## src/rtl/vga_timing_pkg.sv

```systemverilog
// Shared VGA timing defaults, region-select encoding and a small window-compare helper.
package vga_timing_pkg;

    localparam int DEF_H_ACTIVE = 640;
    localparam int DEF_H_FP     = 16;
    localparam int DEF_H_SYNC   = 96;
    localparam int DEF_H_BP     = 48;
    localparam int DEF_V_ACTIVE = 480;
    localparam int DEF_V_FP     = 10;
    localparam int DEF_V_SYNC   = 2;
    localparam int DEF_V_BP     = 33;

    localparam int DEF_H_TOTAL = DEF_H_ACTIVE + DEF_H_FP + DEF_H_SYNC + DEF_H_BP;
    localparam int DEF_V_TOTAL = DEF_V_ACTIVE + DEF_V_FP + DEF_V_SYNC + DEF_V_BP;

    localparam int DEF_CAM_X0 = 160;
    localparam int DEF_CAM_Y0 = 120;
    localparam int DEF_CAM_W  = 320;
    localparam int DEF_CAM_H  = 240;

    typedef enum logic [1:0] {
        SEL_BLANK  = 2'd0,
        SEL_CAM    = 2'd1,
        SEL_BG     = 2'd2,
        SEL_BORDER = 2'd3
    } sel_t;

    // Half-open interval test lo <= v < hi on a 10-bit raster coordinate.
    function automatic logic in_range(input logic [9:0] v, input int lo, input int hi);
        return (int'(v) >= lo) && (int'(v) < hi);
    endfunction

endpackage

```

## src/rtl/vga_region_decode.sv

```systemverilog
// Maps a raster coordinate to the pixel-source select: blank, camera window, background or border.
module vga_region_decode
    import vga_timing_pkg::*;
#(
    parameter int CAM_X0 = DEF_CAM_X0,
    parameter int CAM_Y0 = DEF_CAM_Y0,
    parameter int CAM_W  = DEF_CAM_W,
    parameter int CAM_H  = DEF_CAM_H
) (
    input  logic [9:0] x_i,
    input  logic [9:0] y_i,
    input  logic       de_i,
    input  logic       border_i,
    output sel_t       sel_o
);

    logic in_win;
    logic on_edge;

    always_comb begin
        in_win  = in_range(x_i, CAM_X0, CAM_X0 + CAM_W) && in_range(y_i, CAM_Y0, CAM_Y0 + CAM_H);
        on_edge = (int'(x_i) == CAM_X0) || (int'(x_i) == CAM_X0 + CAM_W - 1) ||
                  (int'(y_i) == CAM_Y0) || (int'(y_i) == CAM_Y0 + CAM_H - 1);
        sel_o = SEL_BLANK;
        if (de_i) begin
            if (!in_win) begin
                sel_o = SEL_BG;
            end else if (border_i && on_edge) begin
                sel_o = SEL_BORDER;
            end else begin
                sel_o = SEL_CAM;
            end
        end
    end

endmodule

```

## src/rtl/vga_sel_gen.sv

```systemverilog
// VGA raster counter producing position, syncs, de, region select and line/frame pulses,
// all decoded from the next coordinate so every output describes the same pixel.
module vga_sel_gen
    import vga_timing_pkg::*;
#(
    parameter int H_ACTIVE = DEF_H_ACTIVE,
    parameter int H_FP     = DEF_H_FP,
    parameter int H_SYNC   = DEF_H_SYNC,
    parameter int H_BP     = DEF_H_BP,
    parameter int V_ACTIVE = DEF_V_ACTIVE,
    parameter int V_FP     = DEF_V_FP,
    parameter int V_SYNC   = DEF_V_SYNC,
    parameter int V_BP     = DEF_V_BP,
    parameter bit SYNC_ACT = 1'b0,
    parameter int CAM_X0   = DEF_CAM_X0,
    parameter int CAM_Y0   = DEF_CAM_Y0,
    parameter int CAM_W    = DEF_CAM_W,
    parameter int CAM_H    = DEF_CAM_H
) (
    input  logic       clk,
    input  logic       reset,
    input  logic       pix_en,
    input  logic       border_en,
    output logic [9:0] x,
    output logic [9:0] y,
    output logic       hsync,
    output logic       vsync,
    output logic       de,
    output logic [1:0] sel,
    output logic       frame_start,
    output logic       line_start
);

    localparam int H_TOTAL = H_ACTIVE + H_FP + H_SYNC + H_BP;
    localparam int V_TOTAL = V_ACTIVE + V_FP + V_SYNC + V_BP;
    localparam logic [9:0] H_LAST = 10'(H_TOTAL - 1);
    localparam logic [9:0] V_LAST = 10'(V_TOTAL - 1);

    if (CAM_X0 + CAM_W > H_ACTIVE) begin : g_chk_cam_x
        $error("camera window exceeds active width");
    end
    if (CAM_Y0 + CAM_H > V_ACTIVE) begin : g_chk_cam_y
        $error("camera window exceeds active height");
    end
    if (CAM_W < 2 || CAM_H < 2) begin : g_chk_cam_size
        $error("camera window must be at least 2x2");
    end
    if (H_TOTAL > 1024 || V_TOTAL > 1024) begin : g_chk_total
        $error("raster totals must fit 10-bit counters");
    end

    logic [9:0] x_q, x_d;
    logic [9:0] y_q, y_d;
    logic       hsync_q, hsync_d;
    logic       vsync_q, vsync_d;
    logic       de_q, de_d;
    sel_t       sel_q, sel_d;
    logic       frame_start_q;
    logic       line_start_q;
    logic       border_q, border_d;
    logic       frame_entry;

    always_comb begin
        x_d = x_q + 10'd1;
        y_d = y_q;
        if (x_q == H_LAST) begin
            x_d = '0;
            y_d = (y_q == V_LAST) ? '0 : y_q + 10'd1;
        end
        frame_entry = (x_d == '0) && (y_d == '0);
        // The entering pixel already sees the freshly latched border request.
        border_d = frame_entry ? border_en : border_q;
        de_d     = in_range(x_d, 0, H_ACTIVE) && in_range(y_d, 0, V_ACTIVE);
        hsync_d  = in_range(x_d, H_ACTIVE + H_FP, H_ACTIVE + H_FP + H_SYNC) ? SYNC_ACT : ~SYNC_ACT;
        vsync_d  = in_range(y_d, V_ACTIVE + V_FP, V_ACTIVE + V_FP + V_SYNC) ? SYNC_ACT : ~SYNC_ACT;
    end

    vga_region_decode #(
        .CAM_X0 (CAM_X0),
        .CAM_Y0 (CAM_Y0),
        .CAM_W  (CAM_W),
        .CAM_H  (CAM_H)
    ) u_region (
        .x_i      (x_d),
        .y_i      (y_d),
        .de_i     (de_d),
        .border_i (border_d),
        .sel_o    (sel_d)
    );

    always_ff @(posedge clk) begin
        if (reset) begin
            x_q           <= H_LAST;
            y_q           <= V_LAST;
            hsync_q       <= ~SYNC_ACT;
            vsync_q       <= ~SYNC_ACT;
            de_q          <= 1'b0;
            sel_q         <= SEL_BLANK;
            frame_start_q <= 1'b0;
            line_start_q  <= 1'b0;
            border_q      <= 1'b0;
        end else if (pix_en) begin
            x_q           <= x_d;
            y_q           <= y_d;
            hsync_q       <= hsync_d;
            vsync_q       <= vsync_d;
            de_q          <= de_d;
            sel_q         <= sel_d;
            frame_start_q <= frame_entry;
            line_start_q  <= (x_d == '0);
            border_q      <= border_d;
        end else begin
            frame_start_q <= 1'b0;
            line_start_q  <= 1'b0;
        end
    end

    assign x           = x_q;
    assign y           = y_q;
    assign hsync       = hsync_q;
    assign vsync       = vsync_q;
    assign de          = de_q;
    assign sel         = sel_q;
    assign frame_start = frame_start_q;
    assign line_start  = line_start_q;

endmodule

```

## config.mk

```make
export PLATFORM = sky130hd
export DESIGN_NAME = vga_sel_gen
export DESIGN_NICKNAME = d
export VERILOG_FILES = /design/src/rtl/vga_timing_pkg.sv /design/src/rtl/vga_region_decode.sv /design/src/rtl/vga_sel_gen.sv
export SDC_FILE = /design/constraint.sdc
export NUM_CORES = 1
export LEC_CHECK = 0
export ABC_CLOCK_PERIOD_IN_PS = 5450
export CORE_UTILIZATION = 43
export CTS_BUF_LIST = sky130_fd_sc_hd__clkbuf_8
export DETAILED_ROUTE_END_ITERATION = 12
export HOLD_SLACK_MARGIN = 0.1
export PLACE_DENSITY = 0.7
export SLEW_MARGIN = 20
export SYNTH_ARGS = -nofsm -noshare
export SYNTH_HDL_FRONTEND = slang
export SYNTH_SLANG_ARGS = --single-unit
```

## constraint.sdc

```tcl
create_clock -name clk -period 5.45 [get_ports clk]
set_input_delay 0.8175 -clock clk [delete_from_list [all_inputs] [get_ports clk]]
set_output_delay 0.8175 -clock clk [all_outputs]
set_load 0.02 [all_outputs]
```

; ---- Yosys cells after proc, flatten, opt, wreduce, memory -nomap -nowiden
; Index checks and enable logic that the tools add are counted.
[classes]
n_mul = 0
n_addsub = 2
bitwise_logic = 1
n_mux = 9
n_reduce_logical = 14
shift = 0
n_eq_ne = 6
div_mod_pow = 0
order_cmp = 10
[op_table]
columns = operator, count
row1 = $eq 10x10->1 const B, 4
row2 = $lt 10x9->1 const B, 4
row3 = $mux 10, 3
row4 = $add 10x1->10 const B, 2
row5 = $logic_not 10->1, 2
row6 = $lt 10x10->1 const B, 2
row7 = $eq 10x8->1 const B, 1
row8 = $eq 10x9->1 const B, 1
row9 = $ge 10x10->1 const B, 1
row10 = $ge 10x7->1 const B, 1
row11 = $ge 10x8->1 const B, 1
row12 = $ge 10x9->1 const B, 1
row13 = $logic_and 1x1->1, 8
row14 = $mux 2, 3
row15 = $logic_or 1x1->1, 3
row16 = $mux 1, 3
row17 = $reduce_or 2->1, 1
row18 = $not 1->1, 1
[word_totals]
wordCells = 51
reg_bits = 28
ramBits = 0
input_bits = 4
output_inout_bits = 27
memories = 0
romBits = 0
latch_bits = 0

; ---- Logic depth before layout (Yosys ltp)
[logic_depth]
ltp_word = 10
depth_mapped = 12
depth_no_buf = 10

; ---- Hierarchy
; A second synthesis with hierarchy kept.
[unflattened]
hier_cells = 279
area_unflattened_um2 = 2135.8
[by_module_without_submodules]
columns = module, cells_per_inst, area_each_um2, seq_area_each_um2, instances
row1 = vga_sel_gen, 250, 1978.1, 560.5, 1
row2 = vga_region_decode, 29, 157.7, 0.0, 1

; ---- Worst setup path before layout
; OpenSTA, ideal clock, no wires.
[synth_path]
path_kind = register to register
startpoint = reg x_q[0] (netlist: x[0])
endpoint = reg border_q
t_required_ns = 5.330
stages_incl_launch_ff = 11
synth_period_minus_slack_ns = 2.943
t_arrival_ns = 2.824
n_path_buf = 2
setup_ns = 0.120
slack_ns = 2.507
cell_sequence = dfxtp_1 > ha_1 > nand4_1 > or3_1 > buf_2 > buf_6 > or4_1 > o31ai_1 > nand4_1 > o21a_1 > o31a_1
[synth_between]
elab_chain_cells = 5
word_cells_on_any_way = 8
classes_between = add/sub: 1 / eq/ne: 1 / mux: 3 / reduce/logical: 3
[synth_lines]
columns = item, line_no
row1 = from (decl), vga_sel_gen.sv:52  ; logic [9:0] x_q, x_d;
row2 = from (signal assigned), vga_sel_gen.sv:93  ; x_q <= H_LAST;
row3 = from (signal assigned), vga_sel_gen.sv:103  ; x_q <= x_d;
row4 = $add 10x1->10 or $eq 10x10->1 (tied branches), "vga_sel_gen.sv:64, vga_sel_gen.sv:66"
row5 = $mux 10, vga_sel_gen.sv:66  ; if (x_q == H_LAST) begin
row6 = $logic_not 10->1, vga_sel_gen.sv:70  ; frame_entry = (x_d == '0) && (y_d == '0);
row7 = $logic_and 1x1->1 (*), vga_sel_gen.sv:70
row8 = $mux 1 (*), vga_sel_gen.sv:72  ; border_d = frame_entry ? border_en : border_q;
row9 = to (signal assigned), vga_sel_gen.sv:111  ; border_q <= border_d;
row10 = to (decl), vga_sel_gen.sv:60  ; logic border_q, border_d;
; Mark *: on every way between the ends. The rest lies on a longest branch, timed or not.
; A chain may end at the register's enable or synchronous reset.

; ---- Worst setup path in the final report
[layout_path]
startpoint = reg x_q[0] (netlist: x[0])
endpoint = reg sel_q[1] (netlist: sel[1])
[layout_between]
elab_chain_cells = 10
word_cells_on_any_way = 29
classes_between = add/sub: 1 / order compare: 6 / eq/ne: 5 / mux: 6 / reduce/logical: 11
[layout_lines]
columns = item, line_no
row1 = branches (longest 9 deep; another with $add 10x1->10), -
row2 = $mux 2 (*), vga_region_decode.sv:25  ; if (de_i) begin
row3 = to (signal assigned), vga_sel_gen.sv:108  ; sel_q <= sel_d;
row4 = to (decl), vga_sel_gen.sv:57  ; sel_t sel_q, sel_d;
; Every way passes the cells marked *.

==> impl_metrics.yaml <==
run_status:
  run_status: "completed"
setup_path:
  start_kind: "flop"
  max_stage_delay_ns: 0.76
  crit_type: "flop to flop"
  crit_slowest_cell: "or3_1"
  arrival_ns: 3.60
  critPathMaxFanout: 24
  critPathBufInv: 0
  cpLargestDelayFamily: "simple AND/OR/NAND/NOR gates"
  cp.required_ns: 5.62
  cp_common_cell: "nor2_1"
  endpoint_kind: "flop"
  crit_chain: "ha_1 > nand4_1 > or3_1 > nor4_1 > nor2_1 > o311ai_2 > nor2_1 > a21oi_1 > nand2_1"
placed_design:
  io_buffer_count: 30
  dpl.cell_count: 336
  hpwlAfterDp_mm: 3.66
  place_congestion: 0.878
cells_and_area:
  final_common_cell: "clkdlybuf4s50_1"
  final_nets: 298
  final_cell_mix: "30 x clkdlybuf4s50_1, 28 x nor2_1, 28 x dfxtp_1"
  drive_gt1_share_pct: 3.82
  final_cells: 340
  syn_to_final_growth_pct: 16.5
  fillers: 427
  num_antenna_cells: 0
run:
  maxCapViolCount: 0
synthesis:
  synthArstFlopShare_pct: 0
  yosysSeqAreaShare_pct: 27.0
  syn-cell-area_um2: 2080
  synth_cells: 276
  synth_seq_cells: 28
  synthesis.nets: 285
  synth_cell_types: 58
  synth_edf_count: 0
  yosysWarnings: 0
  syn_avg_cell_area_um2: 7.52
  synth_ff_type: "dfxtp_1"
detailed_routing:
  viasPerCell: 6.14
  wl_per_cell_um: 15.4
  wl_mm: 5.22
  num_vias: 2086
  first_pass_iters: 4
  ant_nets: 0
  drt_iter0_drc: 194
  drc: 0
pwr:
  combPwrFrac_pct: 33.5
  power_switching_mw: 0.222
  swShare_pct: 35.9
  intPower_mw: 0.397
  p_clk_share_pct: 27.1
  max-vdd-ir-drop_mv: 0.183
  share_seq_of_total_power_pct: 39.4
  power.total_mw: 0.618
  leakagePower_nw: 0.850
  p_per_area_nw_per_um2: 256
cts:
  cts-root-buf: "clkbuf_8"
  clkTransAtPathRegs_ns: 0.10
  cts_tree: "done"
  cts_resized: 0
  cts_hold_buf: 0
  cts.sinks: 28
  cts_buffers: 3
  cts_buffer_depth: 2
  htreeDepth: 1
  post_cts_buffers: 0
  clk_latency_ns: 0.28
grt:
  overflow: 0
  grt_use_total_pct: 21.9
  antenna_found_initial: 0
  grt_max_degree: 30
  grt_pass1_wl_mm: 9.05
  grt_pass1_vias: 1830
sta:
  slew_headroom_pct: 30.6
  grt_setup_unrepaired: "no"
  fin_crit_ns: 3.43
  hold_slack_ns: 0.477
  tns_ns: 0
  slew_violations: 0
  worst_pin_slew_ns: 1.04
  finalHoldViolCount: 0
  worst_clock_skew_ns: 0.00836
  setup_violations: 0
  timing.fmax_ghz: 0.292
  fin_crit_sh_pct: 62.9
die:
  dieArea_um2: 5110
  fp.dieH_um: 71.5
  row_count: 24
  die-width_um: 71.5
  ios: 31
  core_area_um2: 4500
  initial_core_util_pct: 46.1
min_path:
  hold_class: "flop to flop"
[power by group through the flow]
stage,registers [mW],logic (mW),clock network (mW)
2_1_floorplan,0.248,0.151,0
3_5_place_dp,0.248,0.203,0
3_3_place_gp,0.248,0.204,0
5_1_grt,0.248,0.228,0.181
6_report,0.244,0.207,0.168
4_1_cts,0.244,0.204,0.171
[Yosys cell counts (all sizes together) (3+ instances only)]
| cell type | n | area [um2] |
|---|---|---|
| dfxtp | 28 | 561 |
| nor2 | 28 | 105 |
| clkbuf | 18 | 68.8 |
| nand2 | 17 | 63.8 |
| a21oi | 16 | 80.1 |
| nor3 | 15 | 75.1 |
| o21ai | 13 | 65.1 |
| xnor2 | 11 | 96.3 |
| inv | 10 | 37.5 |
| nand3 | 9 | 45.0 |
| nor4 | 8 | 50.1 |
| a31oi | 6 | 37.5 |
| and3 | 6 | 37.5 |
| buf | 6 | 41.3 |
| ha | 5 | 62.6 |
| nand4 | 5 | 31.3 |
| o31ai | 5 | 37.5 |
| a211o | 4 | 35.0 |
| a211oi | 4 | 30.0 |
| o21bai | 4 | 30.0 |
| o41ai | 4 | 35.0 |
| xor2 | 4 | 35.0 |
| and2 | 3 | 18.8 |
| and4 | 3 | 26.3 |
| nor2b | 3 | 18.8 |
| o2bb2ai | 3 | 26.3 |
| o31a | 3 | 26.3 |
| or3 | 3 | 23.8 |
[per-stage QoR]
step,setup WS [ns],instance area (um2),util (%)
after global routing,1.72,2420,53.7
after detailed placement,2.11,2350,52.1
after CTS,2.06,2420,53.7
after global placement,2.22,2350,52.1
after floorplan,2.51,2080,-
final,2.02,2420,53.7
[cell families after synthesis]
family | share of synthesized area [%]
and+or+nand+nor | 28.3
AOI/OAI and AO/OA | 28.0
buffers and inverters | 7.29
DFF | 27.0
xor gates and xnor gates | 6.33
adders and majority gates | 3.01
[final cells by class]
| cell class | instances | area, um2 | area share (%) |
|---|---|---|---|
| multi-input cells | 213 | 1360 | 56.4 |
| repair buffers | 32 | 315 | 13.0 |
| inverters | 11 | 41.3 | 1.71 |
| clock inverters | 1 | 30.0 | 1.24 |
| flip-flops and latches | 28 | 561 | 23.2 |
| clock buffers | 3 | 41.3 | 1.71 |
| well taps | 52 | 65.1 | 2.69 |
[layer usage]
layer | global-route usage (%) | part of all wire (%)
met2 | 31.7 | 43
met3 | 3.38 | 3.6
met4 | 5.45 | 0.77
met1 | 33.7 | 52
met5 | 0 | 0
[state kept, by name (all words and copies together) (netlist names)]
register and count:
x 10, border_q 1, sel 2, frame_start 1, hsync 1, y 10, vsync 1, line_start 1
de 1
[path summary, 6_finish.rpt]
kind              startpoint      to  depth (start not counted)  slack (ns)
hold reg to reg           de      de                          2        0.48
setup reg to reg        x[0]  sel[1]                          9        2.02
hold / removal            de      de                          2        0.48
setup / recovery        x[0]  sel[1]                          9        2.02
[worst min-delay path: cells and delay by family (launching register included)]
| kind | cells | cell delay [ns] |
|---|---|---|
| AOI/OAI and AO/OA | 1 | 0.06 |
| DFF | 1 | 0.32 |
| and+or+nand+nor | 1 | 0.06 |
Power figures use the tool's default switching activity.
